### src/rtl/tdm_demux_4ch.sv
// tdm_demux_4ch: 4-channel serial TDM deserialiser with frame-sync lock and sync-error detection
// Ports:
//   clk         system clock, all state on rising edge
//   rst_n       asynchronous active-low reset
//   din         serial TDM data bit
//   din_valid   din and sync are sampled only when high (a "beat")
//   sync        frame marker, high on the slot-0 beat
//   out_a..d    W-bit parallel words for channels a..d (slots 0..3)
//   word_valid  one-cycle pulse when out_a..out_d hold a new word set
//   locked      high while aligned to frame sync
//   sync_err    one-cycle pulse on a sync seen outside slot 0
module tdm_demux_4ch #(
   parameter int W = 8
) (
   input  logic         clk,
   input  logic         rst_n,
   input  logic         din,
   input  logic         din_valid,
   input  logic         sync,
   output logic [W-1:0] out_a,
   output logic [W-1:0] out_b,
   output logic [W-1:0] out_c,
   output logic [W-1:0] out_d,
   output logic         word_valid,
   output logic         locked,
   output logic         sync_err
);
   localparam int CW = (W > 2) ? $clog2(W) : 1;
   typedef enum logic {HUNT, LOCK} state_t;
   state_t         r_state, w_state;
   logic [1:0]     r_slot, w_slot;
   logic [CW-1:0]  r_bitcnt, w_bitcnt;
   logic [W-1:0]   r_sh [4];
   logic [W-1:0]   w_sh [4];
   logic [W-1:0]   r_out [4];
   logic [W-1:0]   w_out [4];
   logic           r_wv, w_wv, r_err, w_err;
   logic           w_realign, w_shift, w_last;
   // A sync outside slot 0 (or any sync while hunting) restarts the frame group on this beat.
   assign w_realign = din_valid && sync && (r_state == HUNT || r_slot != 2'd0);
   assign w_shift   = din_valid && r_state == LOCK;
   assign w_last    = r_bitcnt == CW'(W - 1);
   always_comb begin
      w_state  = r_state;
      w_slot   = r_slot;
      w_bitcnt = r_bitcnt;
      w_sh     = r_sh;
      w_out    = r_out;
      w_wv     = 1'b0;
      w_err    = 1'b0;
      if (w_realign) begin
         w_state  = LOCK;
         w_slot   = 2'd1;
         w_bitcnt = '0;
         w_err    = r_state == LOCK;
         w_sh     = '{default: '0};
         w_sh[0]  = W'(din);
      end else if (w_shift) begin
         w_sh[r_slot] = {r_sh[r_slot][W-2:0], din};
         w_slot       = r_slot + 2'd1;
         if (r_slot == 2'd3) begin
            w_bitcnt = w_last ? '0 : r_bitcnt + CW'(1);
            // Word set completes on the slot-3 beat of the last bit; publish including that bit.
            if (w_last) begin
               w_out = w_sh;
               w_wv  = 1'b1;
            end
         end
      end
   end
   always_ff @(posedge clk or negedge rst_n) begin
      if (!rst_n) begin
         r_state  <= HUNT;
         r_slot   <= '0;
         r_bitcnt <= '0;
         r_sh     <= '{default: '0};
         r_out    <= '{default: '0};
         r_wv     <= 1'b0;
         r_err    <= 1'b0;
      end else begin
         r_state  <= w_state;
         r_slot   <= w_slot;
         r_bitcnt <= w_bitcnt;
         r_sh     <= w_sh;
         r_out    <= w_out;
         r_wv     <= w_wv;
         r_err    <= w_err;
      end
   end
   assign out_a      = r_out[0];
   assign out_b      = r_out[1];
   assign out_c      = r_out[2];
   assign out_d      = r_out[3];
   assign word_valid = r_wv;
   assign locked     = r_state == LOCK;
   assign sync_err   = r_err;
endmodule

### config.mk
export PLATFORM = sky130hd
export DESIGN_NAME = tdm_demux_4ch
export DESIGN_NICKNAME = d
export VERILOG_FILES = /design/src/rtl/tdm_demux_4ch.sv
export SDC_FILE = /design/constraint.sdc
export NUM_CORES = 1
export LEC_CHECK = 0
export CAP_MARGIN = 20
export CORE_UTILIZATION = 48
export CTS_BUF_LIST = sky130_fd_sc_hd__clkbuf_8
export CTS_CLUSTER_DIAMETER = 80
export CTS_CLUSTER_SIZE = 10
export DETAILED_ROUTE_END_ITERATION = 12
export PLACE_DENSITY = 0.69
export SYNTH_ARGS = -nofsm -noshare
export SYNTH_HDL_FRONTEND = slang
export SYNTH_SLANG_ARGS = --single-unit
### constraint.sdc
create_clock -name clk -period 3 [get_ports clk]
set_input_delay 0.3 -clock clk [delete_from_list [all_inputs] [get_ports clk]]
set_output_delay 0.3 -clock clk [all_outputs]
set_load 0.02 [all_outputs]
Word level (Yosys, flattened, before mapping)
Cells that the tools add are included.
{ "classes": {"addsub": 2, "n_lt_le_gt_ge": 2, "n_eq_ne": 2, "n_mux": 19, "bitwise_logic": 3, "n_reduce_logical": 10} }
{ "ops": {"columns": ["op", "n"], "rows": [
  ["32-bit 2-to-1 mux", 2],
  ["32-bit bitwise mux", 1],
  ["8-bit binary-select mux with 2-bit select", 1],
  ["8-bit demux with 2-bit select", 1],
  ["7-bit 2-to-1 mux", 2],
  ["3-bit 2-to-1 mux", 4],
  ["8-bit 2-to-1 mux", 1],
  ["2-bit nonzero test", 3],
  ["1-bit 2-to-1 mux", 5],
  ["1-bit logical AND", 4],
  ["2-bit 2-to-1 mux", 2],
  ["4-bit AND reduction", 1],
  ["3-bit by 1-bit adder with 3-bit output, second input constant", 1],
  ["3-bit == test, second input constant", 1],
  ["3-bit >= comparator, second input constant", 1],
  ["3-bit by 1-bit < comparator with 1-bit output, second input constant", 1],
  ["2-bit inverter with 3-bit output", 1],
  ["2-bit by 1-bit adder with 2-bit output, second input constant", 1],
  ["2-bit == test, second input constant", 1],
  ["1-bit inverter", 2],
  ["2-bit AND reduction", 1],
  ["1-bit logical OR", 1]
]} }
{ "totals": {"ff_bits": 72, "input_bits": 5, "output_inout_bits": 35, "wordCells": 51} }

Logic depth before layout (Yosys ltp)
Gate-level depths: netlist of the first run.
{ "depth": {"depth_word": 8, "depth_mapped": 8, "depth_no_buf": 5} }

Worst setup path after synthesis of the first run
OpenSTA, ideal clock, no wires.
{ "synth_path": {"path_kind": "register to register", "start": "register r_slot[1]", "end": "register r_out (netlist bit out_a[1])", "setup_time_ns": 0.125, "t_arrival_ns": 1.964, "t_required_ns": 2.875, "path_slack_ns": 0.911, "path_stages_with_launch": 9, "cell_sequence": "dfrtp_1 > clkbuf_1 > inv_1 > ha_1 > nor2b_1 > or3b_1 > buf_2 > buf_6 > mux2_2"} }
{ "synth_between": {"elab_chain_cells": 6, "elab_cells_between_ends": 16} }
{ "synth_lines": {"columns": ["item", "line_no", "rtl"], "rows": [
  ["start, declared", "31", "logic [1:0] r_slot, w_slot;"],
  ["start signal, assigned", "82", "r_slot <= w_slot;"],
  ["2-bit inverter with 3-bit output (implied by the code)", "59", "w_sh[r_slot] = {r_sh[r_slot][W-2:0], din};"],
  ["3-bit >= comparator (implied by the code) / 3-bit by 1-bit < comparator with 1-bit output (equally long branches)", "59", null],
  ["1-bit logical AND (implied by the code)", "59", null],
  ["8-bit 2-to-1 mux (implied by the code)", "59", null],
  ["8-bit demux with 2-bit select", "59", null],
  ["32-bit bitwise mux", "59", null],
  ["end signal, assigned", "85", "r_out <= w_out;"],
  ["end, declared", "35", "logic [W-1:0] r_out [4];"]
]} }
Parallel ways exist; a longest one is shown, timed or not. The select of a mux whose other input is x is not followed.
A chain may end at the register's enable or synchronous reset.

Final worst setup path of the first run
{ "layout_path": {"start": "register r_slot[1]", "end": "register r_out (netlist bit out_c[3])"} }
The elaborated chain is that of the path after synthesis.

==> results.yml, run 1 <==
power:
  pleak_nw: 1.89
  peakVddDrop_v: 0.000314
  power-per-cell-area_nw_per_um2: 706
synth:
  synthesis.instances: 222
  mappedNetlistNets: 233
  synth_common_cells: "71 x sky130_fd_sc_hd__dfrtp_1, 57 x sky130_fd_sc_hd__mux2_2, 28 x sky130_fd_sc_hd__a22o_1"
  seq_area_frac_synth: 0.551
  avgSynthCellArea_um2: 14.5
  post_synth_instance_area_um2: 3220
  postSynth.asyncResetShare: 1.00
  ys_seq_elements: 71
  synth_most_common_cell: "sky130_fd_sc_hd__dfrtp_1"
  yosys_warnings: 0
  synth_edf_count: 0
  synth_flop_cell: "sky130_fd_sc_hd__dfrtp_1"
  post-synth-top-area-cell: "sky130_fd_sc_hd__dfrtp_1"
  synthDominantCellAreaShare: 0.551
  synth_area_leaders: "sky130_fd_sc_hd__dfrtp_1 55%, sky130_fd_sc_hd__mux2_2 20%, sky130_fd_sc_hd__a22o_1 7.6%"
  yosysUniqueCellTypes: 31
hold_path:
  min_path_type: "in -> async"
outcome:
  outcome: "finished, violations left"
  failed_checks: "DRC"
worst_setup_path:
  timing.rr.end: "out_c[3]"
  arrival_ps: 2690
  worst_setup_path_endpoint: "out_c[3]"
  worst_setup_path_type: "reg -> reg"
  r2r_startpoint: "r_slot[1]"
  kind_of_launch_point_of_the_worst_setup_path: "flip-flop"
  worst-r2r-cell-count: 6
  critical_path.cell_chain: "inv_1 > ha_1 > nor2b_1 > or3b_1 > buf_4 > mux2_2"
  cpMaxStageDelayCell: "sky130_fd_sc_hd__dfrtp_1"
  r2r_setup_slack_ps: 540
  count_of_buffer_and_inverter_cells_on_the_critical_path: 2
  crit_cells: 6
  cp_data_required_time_ps: 3220
  critical_path.max_stage_delay_ps: 530
  cp-end-kind: "flip-flop"
  critical_path.max_fanout: 20
  cp_top_family: "simple AND/OR/NAND/NOR gates"
  critical_path.startpoint: "r_slot[1]"
route:
  route.detailed.wl_per_inst_um: 18.3
  detail_route_antenna_nets: 0
  final_routed_drc_violation_total: 6
  avgViaCountPerCell: 5.81
  detail_route.first_pass.iterations: 8
  vias: 2040
  route.final.wire_length_mm: 6.41
  drtIter0Drc: 135
clock_network:
  clk_pin_slew_ps: 70
  cts_buffers: 9
  cts_tree: "built"
  clkLatencyLatePin_ps: 340
  clock-root-buffer: "sky130_fd_sc_hd__clkbuf_8"
  cts-htree-levels: 3
  maximum_buffer_depth_of_the_clock_tree: 2
  cts.sink_count: 71
  cts_setup_buffers: 0
timing:
  maxSlewHeadroom: 0.609
  total_negative_setup_slacks_ps: 0
  report.final.slew_viol_count: 0
  worst-slew-pin-transition_ps: 583
  final_period_minus_worst_setup_slack_ps: 2460
  worst_clock_skew_ps: 9.68
  report.final.hold_viol_count: 0
  timing.final.setup_violations: 0
  grt_setup_unrepaired: "no"
  period_share: 0.821
  clock.fmax_ghz: 0.406
global_routing:
  largest_net_degree_at_the_start_of_global_routing: 29
  antenna_found_initial: 0
  grt_pass1_wl_mm: 10.8
  grt_usage: 0.203
  grt_pass1_vias: 2031
  grt.overflow.total: 0
floorplanning:
  die_width_um: 83.9
  core_um2: 6420
  fp.dieArea_um2: 7040
  pin_count: 40
  floorplan.initialDensity: 0.502
  die_h_um: 83.9
  rows: 29
cells_and_area:
  postLayoutCoreUtil: 0.612
  diodes: 0
  drive_above_1_share: 0.332
  nets: 280
  area_delta_synth_final_pct: 21.9
placement:
  dp_hpwl_mm: 4.31
  gpl.final_weighted_congestion: 0.777
  io_buffer_count: 39
job:
  max_cap_violations: 0
kinds of logic (layout without fill, tap and decap cells):
logic type                 after synthesis  after routing  share of synthesized area
DFF                                     71             71                      0.551
muxes                                   65             65                      0.251
adders and majority gates                6              6                     0.0233
buffers and inverters                   16             68                     0.0291
and+or+nand+nor                         21             21                     0.0385
AOI/OAI and AO/OA                       43             43                      0.106
where the power goes:
group          internal [mW]  switching (mW)  leakage, nW
sequential              1.06          0.0959        0.976
combinational          0.352           0.397        0.795
clock                  0.514           0.354        0.120
worst min-delay path by stage:
stage | start | end | slack (ps) | cells after the start
floorplan | rst_n | locked | 4 | 0
global placement | rst_n | out_c[0] | 270 | 1
detailed placement | rst_n | out_c[0] | 270 | 1
CTS | rst_n | out_b[3] | 430 | 2
global route | rst_n | out_d[2] | 480 | 2
finish | rst_n | out_c[6] | 430 | 2
state kept, by name, indices dropped and copies added (netlist names):
| register | cells |
|---|---|
| r_sh | 31 |
| out_a | 8 |
| out_b | 8 |
| out_c | 8 |
| out_d | 8 |
| r_bitcnt | 3 |
| r_slot | 2 |
| locked | 1 |
| sync_err | 1 |
| word_valid | 1 |
worst register-to-register path: stages, from the launching register on:
cell and delay (ps):
sky130_fd_sc_hd__dfrtp_1 530, sky130_fd_sc_hd__inv_1 150, sky130_fd_sc_hd__ha_1 490, sky130_fd_sc_hd__nor2b_1 200, sky130_fd_sc_hd__or3b_1 450, sky130_fd_sc_hd__buf_4 230
sky130_fd_sc_hd__mux2_2 310
per-stage QoR:
step / cell area, um^2 / hold slack [ps] / setup WS, ps / power, mW / instances
finish: 3930 / 435 / 537 / 2.77 / 351
global route: 3930 / 479 / 379 / 2.92 / 351
CTS: 3930 / 434 / 530 / 2.80 / 351
detailed placement: 3690 / 271 / 551 / 1.92 / 334
global placement: 3690 / 271 / 628 / 1.91 / 334
floorplan: 3220 / 4.41 / 911 / 1.70 / 222
cell usage in the layout (no fill, tap or decap), types with 2 or more instances in the layout:
cell / n
sky130_fd_sc_hd__dfrtp_1: 71
sky130_fd_sc_hd__mux2_2: 57
sky130_fd_sc_hd__clkdlybuf4s50_1: 38
sky130_fd_sc_hd__a22o_1: 28
sky130_fd_sc_hd__clkbuf_8: 11
sky130_fd_sc_hd__buf_4: 9
sky130_fd_sc_hd__mux4_2: 7
sky130_fd_sc_hd__ha_1: 6
sky130_fd_sc_hd__nand2_1: 5
sky130_fd_sc_hd__and2_1: 4
sky130_fd_sc_hd__inv_1: 3
sky130_fd_sc_hd__a21oi_1: 3
sky130_fd_sc_hd__o21ai_1: 3
sky130_fd_sc_hd__a32o_1: 3
sky130_fd_sc_hd__o21ai_0: 3
sky130_fd_sc_hd__nor3b_1: 2
sky130_fd_sc_hd__nor2_1: 2
sky130_fd_sc_hd__clkinv_2: 2
sky130_fd_sc_hd__bufinv_16: 2
per-layer routing:
metal	GRT usage	routed length, um	vias to the layer above
met5	0	0	-
met4	0.110	114	0
met3	0.0326	250	10
met2	0.276	2960	51
met1	0.309	3080	1051
li1	-	-	928
cell type report:
class	count	area [um^2]
Clock buffer	11	151
Clock inverter	5	78.8
Fill cell	544	2490
Inverter	3	11.3
Multi-Input combinational cell	135	1350
Sequential cell	71	1780
Tap cell	77	96.3
Timing Repair Buffer	49	463
what timing repair did:
item	CTS	global route
resized for setup	0	0
hold endpoints to repair	19	0
hold buffers	1	0
(Power assumes the default switching activity.)
==> inputs of run 2 (changes only) <==
Clock period 3 ns to 2.6 ns, I/O delays scaled along.
==> run 2 against run 1 <==
Net effect:
- the run still ends with DRC left
- via count down 0.98%
- global-route usage grew 0.19 points
- worst setup slack got worse by 65 ps
- first-iteration DRC count is 8.9% lower
- design area is 0.41% lower
- flip-flop and latch count is the same
- critical path type unchanged
- critical endpoint is now out_c[4]
- largest cell class unchanged
- largest power group unchanged
==> results.yml, run 2 (same netlist as run 1, synthesis figures left out) <==
outcome:
  outcome: "finished, violations left"
  failed_checks: "DRC"
worst_setup_path:
  critical_path.max_fanout: 18
  cp_data_required_time_ps: 2840
  worst_setup_path_type: "reg -> reg"
  cp-end-kind: "flip-flop"
  r2r_setup_slack_ps: 470
  kind_of_launch_point_of_the_worst_setup_path: "flip-flop"
  arrival_ps: 2370
timing:
  report.final.hold_viol_count: 0
  clock.fmax_ghz: 0.470
  grt_setup_unrepaired: "no"
  period_share: 0.818
  final_critical_path_setup_slack_ps: 472
  worst-slew-pin-transition_ps: 778
  report.final.slew_viol_count: 0
  final_period_minus_worst_setup_slack_ps: 2130
  timing.final.setup_violations: 0
  total_negative_setup_slacks_ps: 0
  maxSlewHeadroom: 0.478
  hold-worst-slack_ps: 462
  worst_clock_skew_ps: 6.89
power:
  post-layout-total-power_mw: 3.08
  power-per-cell-area_nw_per_um2: 788
  peakVddDrop_v: 0.000319
  pleak_nw: 1.88
cells_and_area:
  largest-register: "r_sh"
  area_delta_synth_final_pct: 21.4
  max_ffs_per_register: 31
  postLayoutCoreUtil: 0.609
  drive_above_1_share: 0.335
  nets: 282
  fillerInstances: 509
  most_frequent_standard_cell_in_the_layout_excluding_fill_and_tap_cells: "sky130_fd_sc_hd__dfrtp_1"
  layout_common_cells: "71 x sky130_fd_sc_hd__dfrtp_1, 57 x sky130_fd_sc_hd__mux2_2, 38 x sky130_fd_sc_hd__clkdlybuf4s50_1"
  diodes: 0
route:
  route.final.wire_length_mm: 6.37
  final_routed_drc_violation_total: 6
  detail_route_antenna_nets: 0
  vias: 2020
  drtIter0Drc: 123
  detail_route.first_pass.iterations: 8
  avgViaCountPerCell: 5.74
  route.detailed.wl_per_inst_um: 18.1
floorplanning:
  rows: 29
  core_um2: 6420
  die_width_um: 83.9
  floorplan.initialDensity: 0.502
  fp.dieArea_um2: 7040
  pin_count: 40
  die_h_um: 83.9
clock_network:
  cts_tree: "built"
  maximum_buffer_depth_of_the_clock_tree: 2
  cts_buffers: 9
  clk_pin_slew_ps: 80
  clkLatencyLatePin_ps: 350
  clock-root-buffer: "sky130_fd_sc_hd__clkbuf_8"
  cts-htree-levels: 3
  cts.sink_count: 71
global_routing:
  grt.overflow.total: 0
  grt_usage: 0.205
  largest_net_degree_at_the_start_of_global_routing: 72
  grt_pass1_wl_mm: 10.8
  grt_pass1_vias: 2009
  antenna_found_initial: 0
hold_path:
  min_path_type: "in -> async"
placement:
  gpl.final_weighted_congestion: 0.794
  dp_hpwl_mm: 4.12
  io_buffer_count: 39
  setup_slack_placement_ps: 495
job:
  max_cap_violations: 0
-- run 2: cell types whose count changed in the layout (fill, tap and decap cells not counted), sizes merged --
cell | previous run | this run
buf | 10 | 12
bufinv | 2 | 1
clkbuf | 11 | 9
clkinv | 2 | 5
inv | 4 | 3
-- run 2: final timing paths --
check,startpoint,depth (start not counted),endpoint
setup / recovery,r_slot[0],6,out_c[4]
hold / removal,rst_n,3,out_d[2]
setup reg to reg,r_slot[0],6,out_c[4]
hold reg to reg,r_sh[4],1,r_sh[4]
max in group asynchronous,rst_n,3,r_bitcnt[2]
min in group clk,r_sh[4],1,r_sh[4]
-- run 2: area by class of cell --
| class | instances | area, um^2 | share of cell area |
|---|---|---|---|
| clock inverters | 6 | 62.6 | 0.0160 |
| inverters | 3 | 11.3 | 0.00288 |
| clock buffers | 9 | 124 | 0.0317 |
| multi-input cells | 135 | 1350 | 0.345 |
| flip-flops and latches | 71 | 1780 | 0.454 |
| well taps | 77 | 96.3 | 0.0246 |
| repair buffers | 51 | 490 | 0.125 |
-- run 2: power breakdown --
part	switching (mW)	leakage [nW]	internal (mW)
clock network	0.416	0.0988	0.435
logic	0.484	0.810	0.429
registers	0.0957	0.976	1.22
total	0.996	1.88	2.09
-- run 2: critical path: stages (launching register included) --
cell and delay (ps):
sky130_fd_sc_hd__dfrtp_1 440, sky130_fd_sc_hd__inv_1 100, sky130_fd_sc_hd__ha_1 360, sky130_fd_sc_hd__nor2b_1 170
sky130_fd_sc_hd__or3b_1 420, sky130_fd_sc_hd__buf_4 220, sky130_fd_sc_hd__mux2_2 300
-- run 2: what timing repair did --
action	4_1_cts	5_1_grt
gates resized for setup	0	0
setup buffers	0	0
endpoints found under the hold margin	71	0
hold buffers	1	0
setup endpoints to repair	0	0
-- run 2: stage by stage --
| stage | instance area, um^2 | instances |
|---|---|---|
| 2_1_floorplan | 3220 | 222 |
| 3_3_place_gp | 3720 | 336 |
| 3_5_place_dp | 3720 | 336 |
| 4_1_cts | 3910 | 352 |
| 5_1_grt | 3910 | 352 |
| 6_report | 3910 | 352 |
-- run 2: metal layers --
metal | up-vias | share of wire | track usage
met5 | - | 0 | 0
met1 | 1024 | 0.48 | 0.302
met2 | 54 | 0.44 | 0.284
met3 | 11 | 0.051 | 0.0406
met4 | 0 | 0.023 | 0.113
li1 | 931 | - | -
==> inputs of run 3 (changes only) <==
Clock period 2.6 ns to 2.1 ns, I/O delays scaled along.
==> run 3 against run 2 <==
Net effect:
- the run still ends with DRC left
- sequential power up 24%
- global-route usage up 0.081 points
- power up 28%
- die area unchanged
- sequential share of layout area down 0.74 points
- register-to-register slack worse by 300 ps
- clock skew down 0.51 ps
- critical path depth unchanged
- combinational power up 26%
- cell count up 1.4%
- utilization up 1.0 points
- largest cell class unchanged
==> results.yml, run 3 (same netlist as run 1, synthesis figures left out) <==
timing:
  timing.final.setup_violations: 0
  final_period_minus_worst_setup_slack_ps: 1930
  clock.fmax_ghz: 0.519
  total_negative_setup_slacks_ps: 0
  maxSlewHeadroom: 0.519
  worst_clock_skew_ps: 6.37
  final_critical_path_setup_slack_ps: 171
  hold-worst-slack_ps: 407
  period_share: 0.918
  report.final.hold_viol_count: 0
  report.final.slew_viol_count: 0
  grt_setup_unrepaired: "no"
  worst-slew-pin-transition_ps: 717
floorplanning:
  rows: 29
  die_width_um: 83.9
  floorplan.initialDensity: 0.502
  core_um2: 6420
  die_h_um: 83.9
  fp.dieArea_um2: 7040
  pin_count: 40
job:
  max_cap_violations: 0
cells_and_area:
  final_cells: 357
  most_frequent_standard_cell_in_the_layout_excluding_fill_and_tap_cells: "sky130_fd_sc_hd__dfrtp_1"
  area_delta_synth_final_pct: 23.5
  layout.cell_area.non_filler_um2: 3980
  diodes: 0
  largest-register: "r_sh"
  postLayoutCoreUtil: 0.619
  layout_common_cells: "71 x sky130_fd_sc_hd__dfrtp_1, 57 x sky130_fd_sc_hd__mux2_2, 38 x sky130_fd_sc_hd__clkdlybuf4s50_1"
  max_ffs_per_register: 31
  drive_above_1_share: 0.346
  nets: 286
placement:
  gpl.final_weighted_congestion: 0.827
  setup_slack_placement_ps: 29.5
  placement.cell_area_um2: 3750
  io_buffer_count: 39
  dp_hpwl_mm: 4.23
  number_of_cells_in_the_design_after_placement: 340
hold_path:
  min_path_type: "in -> async"
worst_setup_path:
  arrival_ps: 2160
  cp-end-kind: "flip-flop"
  worst_setup_path_type: "reg -> reg"
  r2r_startpoint: "r_slot[1]"
  cp_data_required_time_ps: 2330
  worst-r2r-cell-count: 6
  r2r_setup_slack_ps: 170
  critical_path.cell_chain: "inv_1 > ha_1 > nor2b_1 > or3b_1 > buf_6 > mux2_2"
  cpMaxStageDelayCell: "sky130_fd_sc_hd__dfrtp_1"
  critical_path.max_stage_delay_ps: 430
  critical_path.max_fanout: 21
  timing.rr.end: "out_b[4]"
  kind_of_launch_point_of_the_worst_setup_path: "flip-flop"
power:
  peakVddDrop_v: 0.000418
  power-per-cell-area_nw_per_um2: 992
  pleak_nw: 1.92
  post-layout-total-power_mw: 3.95
clock_network:
  cts_buffers: 9
  clk_pin_slew_ps: 80
  cts.sink_count: 71
  clock-root-buffer: "sky130_fd_sc_hd__clkbuf_8"
  clkLatencyLatePin_ps: 350
  cts_setup_buffers: 0
  cts_tree: "built"
  maximum_buffer_depth_of_the_clock_tree: 2
  cts-htree-levels: 3
route:
  route.final.wire_length_mm: 6.46
  route.detailed.wl_per_inst_um: 18.1
  avgViaCountPerCell: 5.71
  vias: 2040
  drtIter0Drc: 146
  detail_route.first_pass.iterations: 8
  detail_route_antenna_nets: 0
  final_routed_drc_violation_total: 6
global_routing:
  grt_pass1_vias: 2064
  grt.overflow.total: 0
  grt_pass1_wl_mm: 11.0
  largest_net_degree_at_the_start_of_global_routing: 72
  antenna_found_initial: 0
  grt_usage: 0.206
outcome:
  outcome: "finished, violations left"
  failed_checks: "DRC"
-- run 3: timing repair --
item                       CTS  global route
hold endpoints to repair    71             0
resized for setup            0             2
setup endpoints to repair    0            11
hold buffers                 1             0
-- run 3: worst max-delay path by stage --
stage	startpoint	endpoint	slack [ps]	depth (start not counted)
floorplan	r_slot[1]	out_a[1]	10	8
global placement	sync	r_sh[12]	70	4
detailed placement	sync	r_sh[15]	30	4
CTS	r_slot[1]	r_sh[10]	50	5
global route	r_slot[1]	out_c[0]	20	6
finish	r_slot[1]	out_b[4]	170	6
-- run 3: layout make-up --
type / count / area (um^2)
timing repair buffer: 55 / 524
clock buffer: 9 / 124
fill: 528 / 2440
inverter: 3 / 11.3
multi-input combinational: 135 / 1360
clock inverter: 7 / 88.8
tap: 77 / 96.3
sequential: 71 / 1780
-- run 3: critical path, delay by kind of cell, from the launching register on --
family,cells,cell delay [ps]
adder cells (fa/ha/maj),1,250
AND/OR/NAND/NOR,2,540
flip-flops,1,430
buffers and inverters,2,300
multiplexers,1,290
-- run 3: layer usage --
| layer | global-route usage | share of wire | vias to the layer above |
|---|---|---|---|
| met5 | 0 | 0 | - |
| li1 | - | - | 935 |
| met4 | 0.0878 | 0.015 | 0 |
| met3 | 0.0504 | 0.031 | 9 |
| met2 | 0.296 | 0.45 | 42 |
| met1 | 0.298 | 0.51 | 1054 |
-- run 3: report_power, final --
group	internal [mW]	switching (mW)	total, mW
clock	0.659	0.501	1.16
combinational	0.555	0.596	1.15
sequential	1.52	0.119	1.64
